===== config.mk =====
export PLATFORM = sky130hd
export DESIGN_NAME = img_pixel_fetch
export DESIGN_NICKNAME = d
export VERILOG_FILES = /design/src/rtl/img_pixel_fetch.sv
export SDC_FILE = /design/constraint.sdc
export NUM_CORES = 1
export LEC_CHECK = 0
export CORE_MARGIN = 2
export CORE_UTILIZATION = 45
export DETAILED_ROUTE_END_ITERATION = 12
export HOLD_SLACK_MARGIN = 0.1
export MAX_ROUTING_LAYER = met4
export PLACE_DENSITY_LB_ADDON = 0.25
export SYNTH_ARGS = -nofsm -noshare
export SYNTH_HDL_FRONTEND = slang
export SYNTH_SLANG_ARGS = --single-unit

===== constraint.sdc =====
create_clock -name vga_clk -period 14.1 [get_ports vga_clk]
set_clock_uncertainty 0.15 [all_clocks]
set_input_delay 2.115 -clock vga_clk [delete_from_list [all_inputs] [get_ports vga_clk]]
set_output_delay 2.115 -clock vga_clk [all_outputs]
set_load 0.05 [all_outputs]

===== src/rtl/img_pixel_fetch.sv =====
// Pixel-source stage: maps hcount/vcount into a scaled, movable image window,
// fetches RGB332 pixels from a synchronous ROM and aligns sync/blank with the colour.
module img_pixel_fetch #(
    parameter int          SCREEN_WIDTH  = 640,
    parameter int          SCREEN_HEIGHT = 480,
    parameter int          COLOR_DEPTH   = 8,
    parameter int          IMG_W         = 160,
    parameter int          IMG_H         = 120,
    parameter int          SCALE_LOG2    = 1,
    parameter int          ROM_LATENCY   = 2,
    parameter int          ADDR_W        = 15,
    parameter logic [23:0] BG_COLOR      = 24'h202020
) (
    input  logic                   vga_clk,
    input  logic                   reset_n,
    input  logic [9:0]             hcount,
    input  logic [9:0]             vcount,
    input  logic                   hs_in,
    input  logic                   vs_in,
    input  logic                   blank_n_in,
    input  logic                   img_en,
    input  logic [9:0]             x_off,
    input  logic [9:0]             y_off,
    output logic [ADDR_W-1:0]      rom_addr,
    output logic                   rom_rd,
    input  logic [7:0]             rom_data,
    output logic [COLOR_DEPTH-1:0] vga_r,
    output logic [COLOR_DEPTH-1:0] vga_g,
    output logic [COLOR_DEPTH-1:0] vga_b,
    output logic                   vga_hs,
    output logic                   vga_vs,
    output logic                   vga_blank_n,
    output logic                   frame_start
);

    localparam int          PW       = ROM_LATENCY + 1;
    localparam logic [10:0] WIN_W    = 11'(IMG_W << SCALE_LOG2);
    localparam logic [10:0] WIN_H    = 11'(IMG_H << SCALE_LOG2);
    localparam logic [10:0] SUB_MASK = 11'((1 << SCALE_LOG2) - 1);
    localparam logic [10:0] SCR_W    = 11'(SCREEN_WIDTH);
    localparam logic [10:0] SCR_H    = 11'(SCREEN_HEIGHT);

    function automatic logic [23:0] rgb332_expand(input logic [7:0] d);
        rgb332_expand = {d[7:5], d[7:5], d[7:6],
                         d[4:2], d[4:2], d[4:3],
                         d[1:0], d[1:0], d[1:0], d[1:0]};
    endfunction

    logic              en_l_r;
    logic [9:0]        x_l_r;
    logic [9:0]        y_l_r;
    logic              synced_r;
    logic              frame_start_r;
    logic [ADDR_W-1:0] row_base_r;
    logic [10:0]       col_pix_r;
    logic [ADDR_W-1:0] rom_addr_r;
    logic [PW-1:0]     win_pipe_r;
    logic [PW-1:0]     hs_pipe_r;
    logic [PW-1:0]     vs_pipe_r;
    logic [PW-1:0]     blank_pipe_r;
    logic [23:0]       color_r;
    logic              vga_hs_r;
    logic              vga_vs_r;
    logic              vga_blank_r;

    logic              fs_s;
    logic              en_s;
    logic [9:0]        x_s;
    logic [9:0]        y_s;
    logic [10:0]       h_s;
    logic [10:0]       v_s;
    logic [10:0]       x_end_s;
    logic [10:0]       y_end_s;
    logic [10:0]       vy_s;
    logic              h_in_s;
    logic              v_in_s;
    logic              in_win_s;
    logic [ADDR_W-1:0] row_cur_s;
    logic [10:0]       col_cur_s;
    logic [ADDR_W-1:0] addr_s;
    logic [23:0]       color_s;

    // Window test; the frame-start cycle already sees the new offsets/enable
    always_comb begin
        fs_s = (hcount == 10'd0) && (vcount == 10'd0);
        if (fs_s) begin
            en_s = img_en;
            x_s  = x_off;
            y_s  = y_off;
        end else begin
            en_s = en_l_r;
            x_s  = x_l_r;
            y_s  = y_l_r;
        end
        h_s      = {1'b0, hcount};
        v_s      = {1'b0, vcount};
        x_end_s  = {1'b0, x_s} + WIN_W;
        y_end_s  = {1'b0, y_s} + WIN_H;
        h_in_s   = (h_s >= {1'b0, x_s}) && (h_s < x_end_s) && (h_s < SCR_W);
        v_in_s   = (v_s >= {1'b0, y_s}) && (v_s < y_end_s) && (v_s < SCR_H);
        in_win_s = (synced_r || fs_s) && en_s && blank_n_in && h_in_s && v_in_s;
    end

    // Row-base accumulator and column counter; the row base steps by IMG_W per source row
    always_comb begin
        vy_s      = v_s - {1'b0, y_s};
        row_cur_s = row_base_r;
        if (hcount == 10'd0) begin
            if (vcount == y_s) begin
                row_cur_s = {ADDR_W{1'b0}};
            end else if (v_in_s && ((vy_s & SUB_MASK) == 11'd0)) begin
                row_cur_s = row_base_r + ADDR_W'(IMG_W);
            end else begin
                row_cur_s = row_base_r;
            end
        end else begin
            row_cur_s = row_base_r;
        end
        if (hcount == x_s) begin
            col_cur_s = 11'd0;
        end else begin
            col_cur_s = col_pix_r;
        end
        addr_s = row_cur_s + ADDR_W'(col_cur_s >> SCALE_LOG2);
    end

    // Shadow registers, frame-start pulse and stage-0 address register
    always_ff @(posedge vga_clk or negedge reset_n) begin
        if (!reset_n) begin
            en_l_r        <= 1'b0;
            x_l_r         <= 10'd0;
            y_l_r         <= 10'd0;
            synced_r      <= 1'b0;
            frame_start_r <= 1'b0;
            row_base_r    <= {ADDR_W{1'b0}};
            col_pix_r     <= 11'd0;
            rom_addr_r    <= {ADDR_W{1'b0}};
        end else begin
            if (fs_s) begin
                en_l_r   <= img_en;
                x_l_r    <= x_off;
                y_l_r    <= y_off;
                synced_r <= 1'b1;
            end
            frame_start_r <= fs_s;
            row_base_r    <= row_cur_s;
            if (in_win_s) begin
                col_pix_r  <= col_cur_s + 11'd1;
                rom_addr_r <= addr_s;
            end else begin
                col_pix_r  <= col_cur_s;
                rom_addr_r <= rom_addr_r;
            end
        end
    end

    // Delay line covering stage 0 plus the ROM read latency
    always_ff @(posedge vga_clk or negedge reset_n) begin
        if (!reset_n) begin
            win_pipe_r   <= {PW{1'b0}};
            hs_pipe_r    <= {PW{1'b1}};
            vs_pipe_r    <= {PW{1'b1}};
            blank_pipe_r <= {PW{1'b0}};
        end else begin
            win_pipe_r   <= {win_pipe_r[PW-2:0], in_win_s};
            hs_pipe_r    <= {hs_pipe_r[PW-2:0], hs_in};
            vs_pipe_r    <= {vs_pipe_r[PW-2:0], vs_in};
            blank_pipe_r <= {blank_pipe_r[PW-2:0], blank_n_in};
        end
    end

    // Colour select: image pixel, background, or black during blanking
    always_comb begin
        color_s = 24'h000000;
        if (!blank_pipe_r[PW-1]) begin
            color_s = 24'h000000;
        end else if (win_pipe_r[PW-1]) begin
            color_s = rgb332_expand(rom_data);
        end else begin
            color_s = BG_COLOR;
        end
    end

    // Output register stage for colour and the matching sync/blank
    always_ff @(posedge vga_clk or negedge reset_n) begin
        if (!reset_n) begin
            color_r     <= 24'h000000;
            vga_hs_r    <= 1'b1;
            vga_vs_r    <= 1'b1;
            vga_blank_r <= 1'b0;
        end else begin
            color_r     <= color_s;
            vga_hs_r    <= hs_pipe_r[PW-1];
            vga_vs_r    <= vs_pipe_r[PW-1];
            vga_blank_r <= blank_pipe_r[PW-1];
        end
    end

    assign rom_addr    = rom_addr_r;
    assign rom_rd      = win_pipe_r[0];
    assign vga_r       = color_r[23:16];
    assign vga_g       = color_r[15:8];
    assign vga_b       = color_r[7:0];
    assign vga_hs      = vga_hs_r;
    assign vga_vs      = vga_vs_r;
    assign vga_blank_n = vga_blank_r;
    assign frame_start = frame_start_r;

endmodule


==> impl_metrics.csv, run 1 <==
group,metric,value,unit
die,die_x,110.4,um
yosys,ys.flop_type,"dfrtp_1",
clock_network,cts_buffer_depth,2,
power,power_leakage,3.029,nW
clock_network,htreeDepth,3,
setup_path,path_max_fanout,23,
final_layout,n_antenna_cell,0,
routing,wl_met1,4604,um
yosys,synth_seq_cells,90,
setup_path,arrival,8.19,ns
timing,grt_setup_unrepaired,"false",
power,p_sw_frac,0.2484,
timing,finalCriticalPeriod,8.105,ns
yosys,syn-cell-area,5090,um2
power,p_switching,0.1348,mW
global_route,grt_util_all_layers,0.1981,
run_status,status,"finished clean",
routing,dr.pass1.iters,4,
setup_path,startpoint_type,"primary input",
routing,ant_nets,0,
die,dieArea,12180,um2
yosys,synth_common_cells,"dfrtp_1, ha_1, nand2_1",
clock_network,numCtsBuffers,9,
timing,finalMaxSlewViolations,0,
global_route,antenna_found_initial,0,
routing,routed_wl,10620,um
yosys,yosys.area.top_type_share,0.4031,
power,peakVddDrop,0.06328,mV
setup_path,crit_path_end_kind,"register",
power,clkPwrFrac,0.433,
die,ios,98,
power,p_total,0.5425,mW
timing,hold_viol_final,0,
final_layout,areaGrowthSynthToFinish,25.52,%
yosys,yosysUniqueCellTypes,64,
timing,tightest_slew,0.9341,ns
global_route,grt-ovfl-total,0,
worst_hold_path,hold_end,"blank_pipe_r[2]",
power,power_frac_comb,0.084,
setup_path,r2r-start,"y_l_r[5]",
routing,routed-wl-met3,511,um
final_layout,drive_gt1_frac,0.08621,
setup_path,reg2reg_to,"rom_addr[13]",
routing,dr.first_iter.drc_count,136,
yosys,async_flop_share,1.000,
die,start_util,0.4654,
worst_hold_path,min_path_cells,0,
yosys,yosysWarnings,0,
routing,wl_per_cell,14.76,um
worst_hold_path,holdCritStartpoint,"blank_pipe_r[1]",
yosys,synthCells,489,
die,die_height,110.4,um
setup_path,worstPathRequired,14.18,ns
power,power_density,84.92,nW/um2
routing,met2_length,5351,um
placement,numPortBuffers,97,
setup_path,critical_path_class,"primary input to register",
clock_network,cts_tree,"built",
yosys,synth.most_common_cell,"dfrtp_1",
final_layout,nets,671,
clock_network,path_clk_slew,0.07,ns
yosys,synth.avg_cell_area,10.41,um2
power,p_seq_frac,0.483,
global_route,grt_max_degree,77,
yosys,yosysTopAreaCell,"dfrtp_1",
run,cap_violations,0,
timing,fmax,123.4,MHz
clock_network,clk_latency,0.34,ns
power,intPower,0.4077,mW
final_layout,fillers,960,
setup_path,regToRegSetupSlack,9.03,ns
clock_network,cts_root_buf,"clkbuf_16",
worst_hold_path,hold_class,"register to register",
routing,drc,0,
die,rows,38,
yosys,synth_edf_count,0,
routing,num_vias,3763,
setup_path,r2r_cells,22,
routing,routed_via_density,5.226,
clock_network,postCtsHoldBufs,0,
placement,dpl.hpwl,8095,um
global_route,first_global_vias,4023,
clock_network,cts-resized-gates,0,
timing,finalSetupViolations,0,
placement,place_congestion,0.8040,
clock_network,post-cts-setup-buffer-count,0,
yosys,synth_nets,585,
timing,post-route-period-util,0.5748,
yosys,synth_area_leaders,"dfrtp_1, ha_1, dfstp_2",
timing,finalSetupTns,0,ns
global_route,grt_first_pass_wirelength,18220,um
clock_network,clock_sinks,90,
yosys,seq_area_frac_synth,0.4444,
timing,relSlewSlack,0.3773,
routing,highest-signal-layer,"met4",
die,core_area,10940,um2
[worst max-delay path, stage by stage]
cell             delay, ns
clkdlybuf4s50_1       0.48
nor4_4                0.40
nand4_4               0.21
nor2_8                0.45
mux2_2                0.41
ha_1                  0.28
nand2b_1              0.14
a21oi_1               0.15
o21ai_0               0.09
a21o_1                0.19
maj3_1                0.40
a31oi_4               0.39
nor2_1                0.11
nand2_1               0.18
mux2i_1               0.23
nor2_1                0.08
ha_1                  0.35
nand2_1               0.06
o21ai_0               0.33
a211oi_1              0.14
nor2_1                0.21
o221ai_1              0.15
nor4_1                0.25
xor2_1                0.10
mux2_2                0.27
[area by class of cell]
cell class	count	area [um2]	area share
inverter	38	142.6	0.02233
multi-input combinational	338	2540	0.3976
clock inverter	7	67.56	0.01058
sequential	90	2262	0.3541
timing repair buffer	98	975.9	0.1528
tap	140	175.2	0.02742
clock buffer	9	225.2	0.03525
[metal layers]
metal / GRT usage / up-vias
li1: - / 1866
met2: 0.3352 / 82
met1: 0.2345 / 1801
met4: 0.07232 / 0
met3: 0.03998 / 14
met5: - / -
[worst max-delay path by stage]
stage,slack (ns),from,cells after the start,end
after floorplan,6.36,hcount[3],26,rom_addr[13]
after global placement,5.83,hcount[3],25,rom_addr[13]
after detailed placement,5.67,hcount[3],25,rom_addr[13]
after CTS,6.01,hcount[3],25,rom_addr[13]
after global routing,5.48,hcount[3],25,rom_addr[13]
final,6.00,hcount[3],25,rom_addr[13]
[power by group through the flow]
stage / combinational (mW) / clock (mW) / sequential (mW)
final: 0.0455 / 0.235 / 0.262
after global routing: 0.0505 / 0.253 / 0.262
after CTS: 0.0461 / 0.241 / 0.262
after detailed placement: 0.0457 / 0 / 0.267
after global placement: 0.0450 / 0 / 0.267
after floorplan: 0.0147 / 0 / 0.270
[state kept, by name (all words and copies together) (netlist names), 10 cells and up]
name / flops
col_pix_r: 11
color_r: 11
rom_addr: 15
row_base_r: 15
x_l_r: 10
y_l_r: 10
[kinds of logic (layout without fill, tap and decap cells)]
family / count (synthesis) / after routing / synth area share
adders and majority gates: 43 / 43 / 0.1067
DFF: 90 / 90 / 0.4444
buffers and inverters: 61 / 152 / 0.05654
and+or+nand+nor: 160 / 160 / 0.1851
muxes: 21 / 21 / 0.04326
xor gates and xnor gates: 31 / 31 / 0.05334
AOI/OAI and AO/OA: 83 / 83 / 0.1106
[per-stage QoR]
stage	util	instance area, um2	worst slack, ns	cells	hold slack [ns]
after CTS	0.5842	6389	6.008	720	0.2046
final	0.5842	6389	5.995	720	0.2016
after global placement	0.5574	6096	5.826	704	0.1854
after floorplan	-	5090	6.356	489	0.1812
after global routing	0.5842	6389	5.485	720	0.2121
after detailed placement	0.5574	6096	5.672	704	0.1879
[cell usage in the layout, fill, tap and decap left out, types with 16 or more instances in the layout]
cell,count
dfrtp_1,82
nand2_1,41
mux2i_1,16
xnor2_1,23
nor2_1,36
ha_1,41
inv_1,38
and2_1,17
clkdlybuf4s50_1,96
o21ai_0,25
Power figures use the tool's default switching activity.
==> inputs of run 2 (changes only) <==
Clock period 14.1 ns to 7.14 ns, I/O delays scaled along.
==> run 2 against run 1 <==
  * Wire length up 0.39%
  * Register-to-register slack worse by 6.8 ns
  * Combinational power up 100%
  * Global-route usage down 0.11 points
  * Setup slack worse by 5.4 ns
  * Die area unchanged
  * Flip-flop and latch count unchanged
  * Critical path depth unchanged
  * First-iteration DRC count down 10%
  * Utilization up 0.48 points
  * Largest power group unchanged
==> impl_metrics.csv, run 2 (synthesized netlist as in run 1, its figures left out) <==
group,metric,value,unit
run_status,status,"finished clean",
global_route,grt-ovfl-total,0,
setup_path,worstPathRequired,7.22,ns
clock_network,cts_buffer_depth,2,
timing,tightest_slew,1.083,ns
routing,dr.pass1.iters,4,
die,die_x,110.4,um
power,peakVddDrop,0.09444,mV
clock_network,numCtsBuffers,9,
final_layout,layout_common_cells,"clkdlybuf4s50_1, dfrtp_1, nand2_1, ha_1, inv_1",
setup_path,startpoint_type,"primary input",
setup_path,critical_path_class,"primary input to register",
setup_path,crit_path_end_kind,"register",
clock_network,clk_latency,0.35,ns
timing,finalMaxSlewViolations,0,
routing,dr.first_iter.drc_count,122,
power,power_density,164.4,nW/um2
setup_path,path_max_fanout,11,
timing,finalCriticalPeriod,6.584,ns
die,dieArea,12180,um2
timing,fmax,151.9,MHz
clock_network,cts-resized-gates,0,
power,p_total,1.059,mW
clock_network,path_clk_slew,0.07,ns
routing,drc,0,
placement,numPortBuffers,97,
placement,dpl.cell_count,713,
timing,finalSetupTns,0,ns
clock_network,cts_tree,"built",
die,ios,98,
die,die_height,110.4,um
timing,grt_setup_unrepaired,"false",
global_route,first_global_vias,3772,
timing,worst_slack,0.5562,ns
global_route,antenna_found_initial,0,
placement,place_ws,0.2327,ns
clock_network,cts_root_buf,"clkbuf_16",
worst_hold_path,min_path_cells,0,
placement,place_congestion,0.8933,
die,start_util,0.4654,
routing,ant_nets,0,
clock_network,post-cts-setup-buffer-count,0,
timing,relSlewSlack,0.2780,
die,core_area,10940,um2
worst_hold_path,hold_class,"register to register",
routing,routed_via_density,5.244,
global_route,grt_first_pass_wirelength,17860,um
routing,num_vias,3823,
power,power_leakage,3.065,nW
final_layout,n_antenna_cell,0,
routing,routed_wl,10670,um
placement,dpl.hpwl,8231,um
setup_path,arrival,6.67,ns
final_layout,nets,680,
final_layout,areaGrowthSynthToFinish,26.55,%
timing,hold_viol_final,0,
setup_path,r2r_cells,20,
final_layout,drive_gt1_frac,0.09847,
timing,post-route-period-util,0.9221,
final_layout,layout_commonest_cell,"clkdlybuf4s50_1",
run,cap_violations,0,
clock_network,postCtsHoldBufs,0,
die,rows,38,
final_layout,finalNonFillerCells,729,
routing,wl_per_cell,14.63,um
clock_network,clock_sinks,90,
clock_network,htreeDepth,3,
timing,finalSetupViolations,0,
global_route,grt_max_degree,87,
global_route,grt_util_all_layers,0.1970,
[run 2: cell types whose count changed in the layout (fill, tap and decap cells not counted)]
cell and delta:
inv_8 -3, clkinv_4 +2, clkinv_2 +1, buf_4 +9
clkbuf_1 +1, clkinvlp_4 -1
[run 2: worst max-delay path, cell delays in order]
cell and delay, ns:
clkdlybuf4s50_1 0.47, nor4_4 0.38, nand4_4 0.21, nor2_8 0.28, mux2_2 0.38, ha_1 0.28
nand2b_1 0.15, a21oi_1 0.16, o21ai_0 0.10, a21o_1 0.20, maj3_1 0.39, a31oi_4 0.20
nor2_1 0.09, nand2_1 0.16, mux2i_1 0.20, nor2_1 0.07, ha_1 0.35, nand2_1 0.06
o21ai_0 0.32, a211oi_1 0.14, nor2_1 0.20, o221ai_1 0.15, nor4_1 0.28, xor2_1 0.11
mux2_2 0.27
[run 2: report_power, final]
part           total (mW)  leakage, nW  internal (mW)  switching [mW]
Clock               0.449        0.137          0.240           0.209
Combinational      0.0921         1.72         0.0444          0.0477
Sequential          0.518         1.21          0.516         0.00179
[run 2: cell type report]
type                       count  area (um2)
fill                         931        4494
multi-input combinational    338        2540
sequential                    90        2262
timing repair buffer         107        1044
clock buffer                  10       229.0
tap                          140       175.2
inverter                      38       142.6
clock inverter                 6       48.80
[run 2: through the flow]
| stage | util | hold WS (ns) | cell area [um2] |
|---|---|---|---|
| after floorplan | - | 0.1812 | 5090 |
| after global placement | 0.5636 | 0.1838 | 6163 |
| after detailed placement | 0.5636 | 0.1864 | 6163 |
| after CTS | 0.5890 | 0.2020 | 6441 |
| after global routing | 0.5890 | 0.2086 | 6441 |
| final | 0.5890 | 0.1995 | 6441 |
[run 2: layer usage]
layer | vias to the layer above | global-route usage | share of wire
li1 | 1892 | - | -
met2 | 99 | 0.3300 | 0.50
met1 | 1820 | 0.2351 | 0.43
met4 | 0 | 0.05625 | 0.014
met3 | 12 | 0.05173 | 0.056
met5 | - | - | 0
[run 2: worst paths after layout]
check	end	startpoint	slack [ns]
setup / recovery	rom_addr[13]	hcount[3]	0.56
hold / removal	blank_pipe_r[2]	blank_pipe_r[1]	0.20
setup reg to reg	rom_addr[13]	y_l_r[5]	2.25
hold reg to reg	blank_pipe_r[2]	blank_pipe_r[1]	0.20
max in group asynchronous	x_l_r[5]	reset_n	5.23
min in group asynchronous	y_l_r[9]	reset_n	0.36
==> inputs of run 3 (changes only) <==
Settings changed: CAP_MARGIN set to 20, CTS_CLUSTER_SIZE set to 16.
==> run 3 against run 2 <==
  * Global-route usage did not move
  * Register-to-register slack got worse by 0.03 ns
  * Combinational power rose by 2%
  * Flip-flop and latch count did not move
  * Critical path depth did not move
  * Hold slack barely moved
  * Utilization rose by 0.25 points
  * Critical path type unchanged
  * Largest cell class unchanged
  * Largest power group unchanged
==> impl_metrics.csv, run 3 (synthesized netlist as in run 1, its figures left out) <==
group,metric,value,unit
setup_path,critical_path_class,"primary input to register",
routing,dr.first_iter.drc_count,115,
global_route,grt_util_all_layers,0.1970,
clock_network,htreeDepth,3,
die,rows,38,
timing,fmax,152.0,MHz
setup_path,reg2reg_to,"rom_addr[13]",
setup_path,regToRegSetupSlack,2.22,ns
placement,dpl.hpwl,8231,um
routing,wl_per_cell,14.54,um
global_route,antenna_found_initial,0,
final_layout,n_antenna_cell,0,
run,cap_violations,0,
setup_path,crit_path_end_kind,"register",
timing,tightest_slew,0.5657,ns
setup_path,path_max_fanout,11,
timing,finalCriticalPeriod,6.577,ns
placement,post_dp_cell_area,6163,um2
die,ios,98,
clock_network,post-cts-setup-buffer-count,0,
run_status,status,"finished clean",
worst_hold_path,hold_class,"register to register",
final_layout,nets,681,
final_layout,layout_common_cells,"clkdlybuf4s50_1, dfrtp_1, nand2_1, ha_1, inv_1",
timing,relSlewSlack,0.6219,
die,start_util,0.4654,
routing,routed_wl,10620,um
power,peakVddDrop,0.09414,mV
clock_network,postCtsHoldBufs,0,
routing,dr.pass1.iters,4,
final_layout,fin_area,6469,um2
die,die_x,110.4,um
final_layout,areaGrowthSynthToFinish,27.09,%
die,core_area,10940,um2
clock_network,cts_root_buf,"clkbuf_16",
final_layout,layout_commonest_cell,"clkdlybuf4s50_1",
setup_path,r2r_cells,20,
routing,ant_nets,0,
global_route,grt_max_degree,87,
clock_network,path_clk_slew,0.07,ns
timing,holdWs,0.1995,ns
final_layout,fin_util,0.5915,
clock_network,cts_tree,"built",
clock_network,cts_buffer_depth,2,
routing,routed_via_density,5.192,
placement,place_congestion,0.8933,
worst_hold_path,holdCritStartpoint,"win_pipe_r[1]",
timing,finalMaxSlewViolations,0,
timing,grt_setup_unrepaired,"false",
die,dieArea,12180,um2
final_layout,drive_gt1_frac,0.1000,
routing,drc,0,
global_route,grt_first_pass_wirelength,17860,um
clock_network,cts-resized-gates,0,
timing,finalSetupTns,0,ns
global_route,first_global_vias,3772,
setup_path,arrival,6.66,ns
die,die_height,110.4,um
clock_network,clock_sinks,90,
power,power_leakage,3.078,nW
timing,finalSetupViolations,0,
global_route,grt-ovfl-total,0,
power,power_density,163.8,nW/um2
worst_hold_path,min_path_cells,0,
setup_path,startpoint_type,"primary input",
setup_path,r2r-start,"y_l_r[5]",
setup_path,worstPathRequired,7.22,ns
worst_hold_path,hold_end,"win_pipe_r[2]",
clock_network,numCtsBuffers,9,
routing,num_vias,3790,
timing,post-route-period-util,0.9212,
clock_network,clk_latency,0.34,ns
timing,hold_viol_final,0,
placement,numPortBuffers,97,
run 3: cell type report:
class	instances	area, um2
fill	927	4467
multi-input combinational	338	2540
sequential	90	2262
timing repair buffer	108	1071
clock buffer	10	229.0
tap	140	175.2
inverter	38	142.6
clock inverter	6	48.80
run 3: per-stage QoR:
stage | total power, mW | cells | setup WS (ns)
after floorplan | 0.5623 | 489 | 0.4404
after global placement | 0.6190 | 713 | 0.3624
after detailed placement | 0.6204 | 713 | 0.2327
after CTS | 1.071 | 729 | 0.5426
after global routing | 1.106 | 730 | 0.07807
final | 1.060 | 730 | 0.5625
run 3: report_power, final:
| group | total [mW] | internal, mW | switching (mW) |
|---|---|---|---|
| logic | 0.0938 | 0.0460 | 0.0478 |
| registers | 0.518 | 0.516 | 0.00180 |
| clock network | 0.448 | 0.240 | 0.208 |
| total | 1.06 | 0.802 | 0.258 |
run 3: how the worst max path moves through the flow:
stage | startpoint | to | slack (ns) | cells after the start
floorplan | hcount[3] | rom_addr[13] | 0.44 | 26
finish | hcount[3] | rom_addr[13] | 0.56 | 25
detailed placement | hcount[3] | rom_addr[13] | 0.23 | 25
CTS | hcount[3] | rom_addr[13] | 0.54 | 25
global route | hcount[3] | rom_addr[12] | 0.08 | 24
global placement | hcount[3] | rom_addr[12] | 0.36 | 24
run 3: metal layers:
metal | up-vias | part of all wire | GRT usage
met2 | 84 | 0.50 | 0.3300
met1 | 1802 | 0.44 | 0.2351
li1 | 1891 | - | -
met5 | - | 0 | -
met4 | 0 | 0.013 | 0.05625
met3 | 13 | 0.051 | 0.05173
run 3: worst max-delay path, stage by stage:
cell             delay [ns]
clkdlybuf4s50_1        0.47
nor4_4                 0.38
nand4_4                0.20
nor2_8                 0.28
mux2_2                 0.38
ha_1                   0.28
nand2b_1               0.15
a21oi_1                0.15
o21ai_0                0.10
a21o_1                 0.20
maj3_1                 0.39
a31oi_4                0.20
nor2_1                 0.09
nand2_1                0.16
mux2i_1                0.20
nor2_1                 0.07
ha_1                   0.35
nand2_1                0.06
o21ai_0                0.32
a211oi_1               0.14
nor2_1                 0.20
o221ai_1               0.15
nor4_1                 0.28
xor2_1                 0.11
mux2_2                 0.27
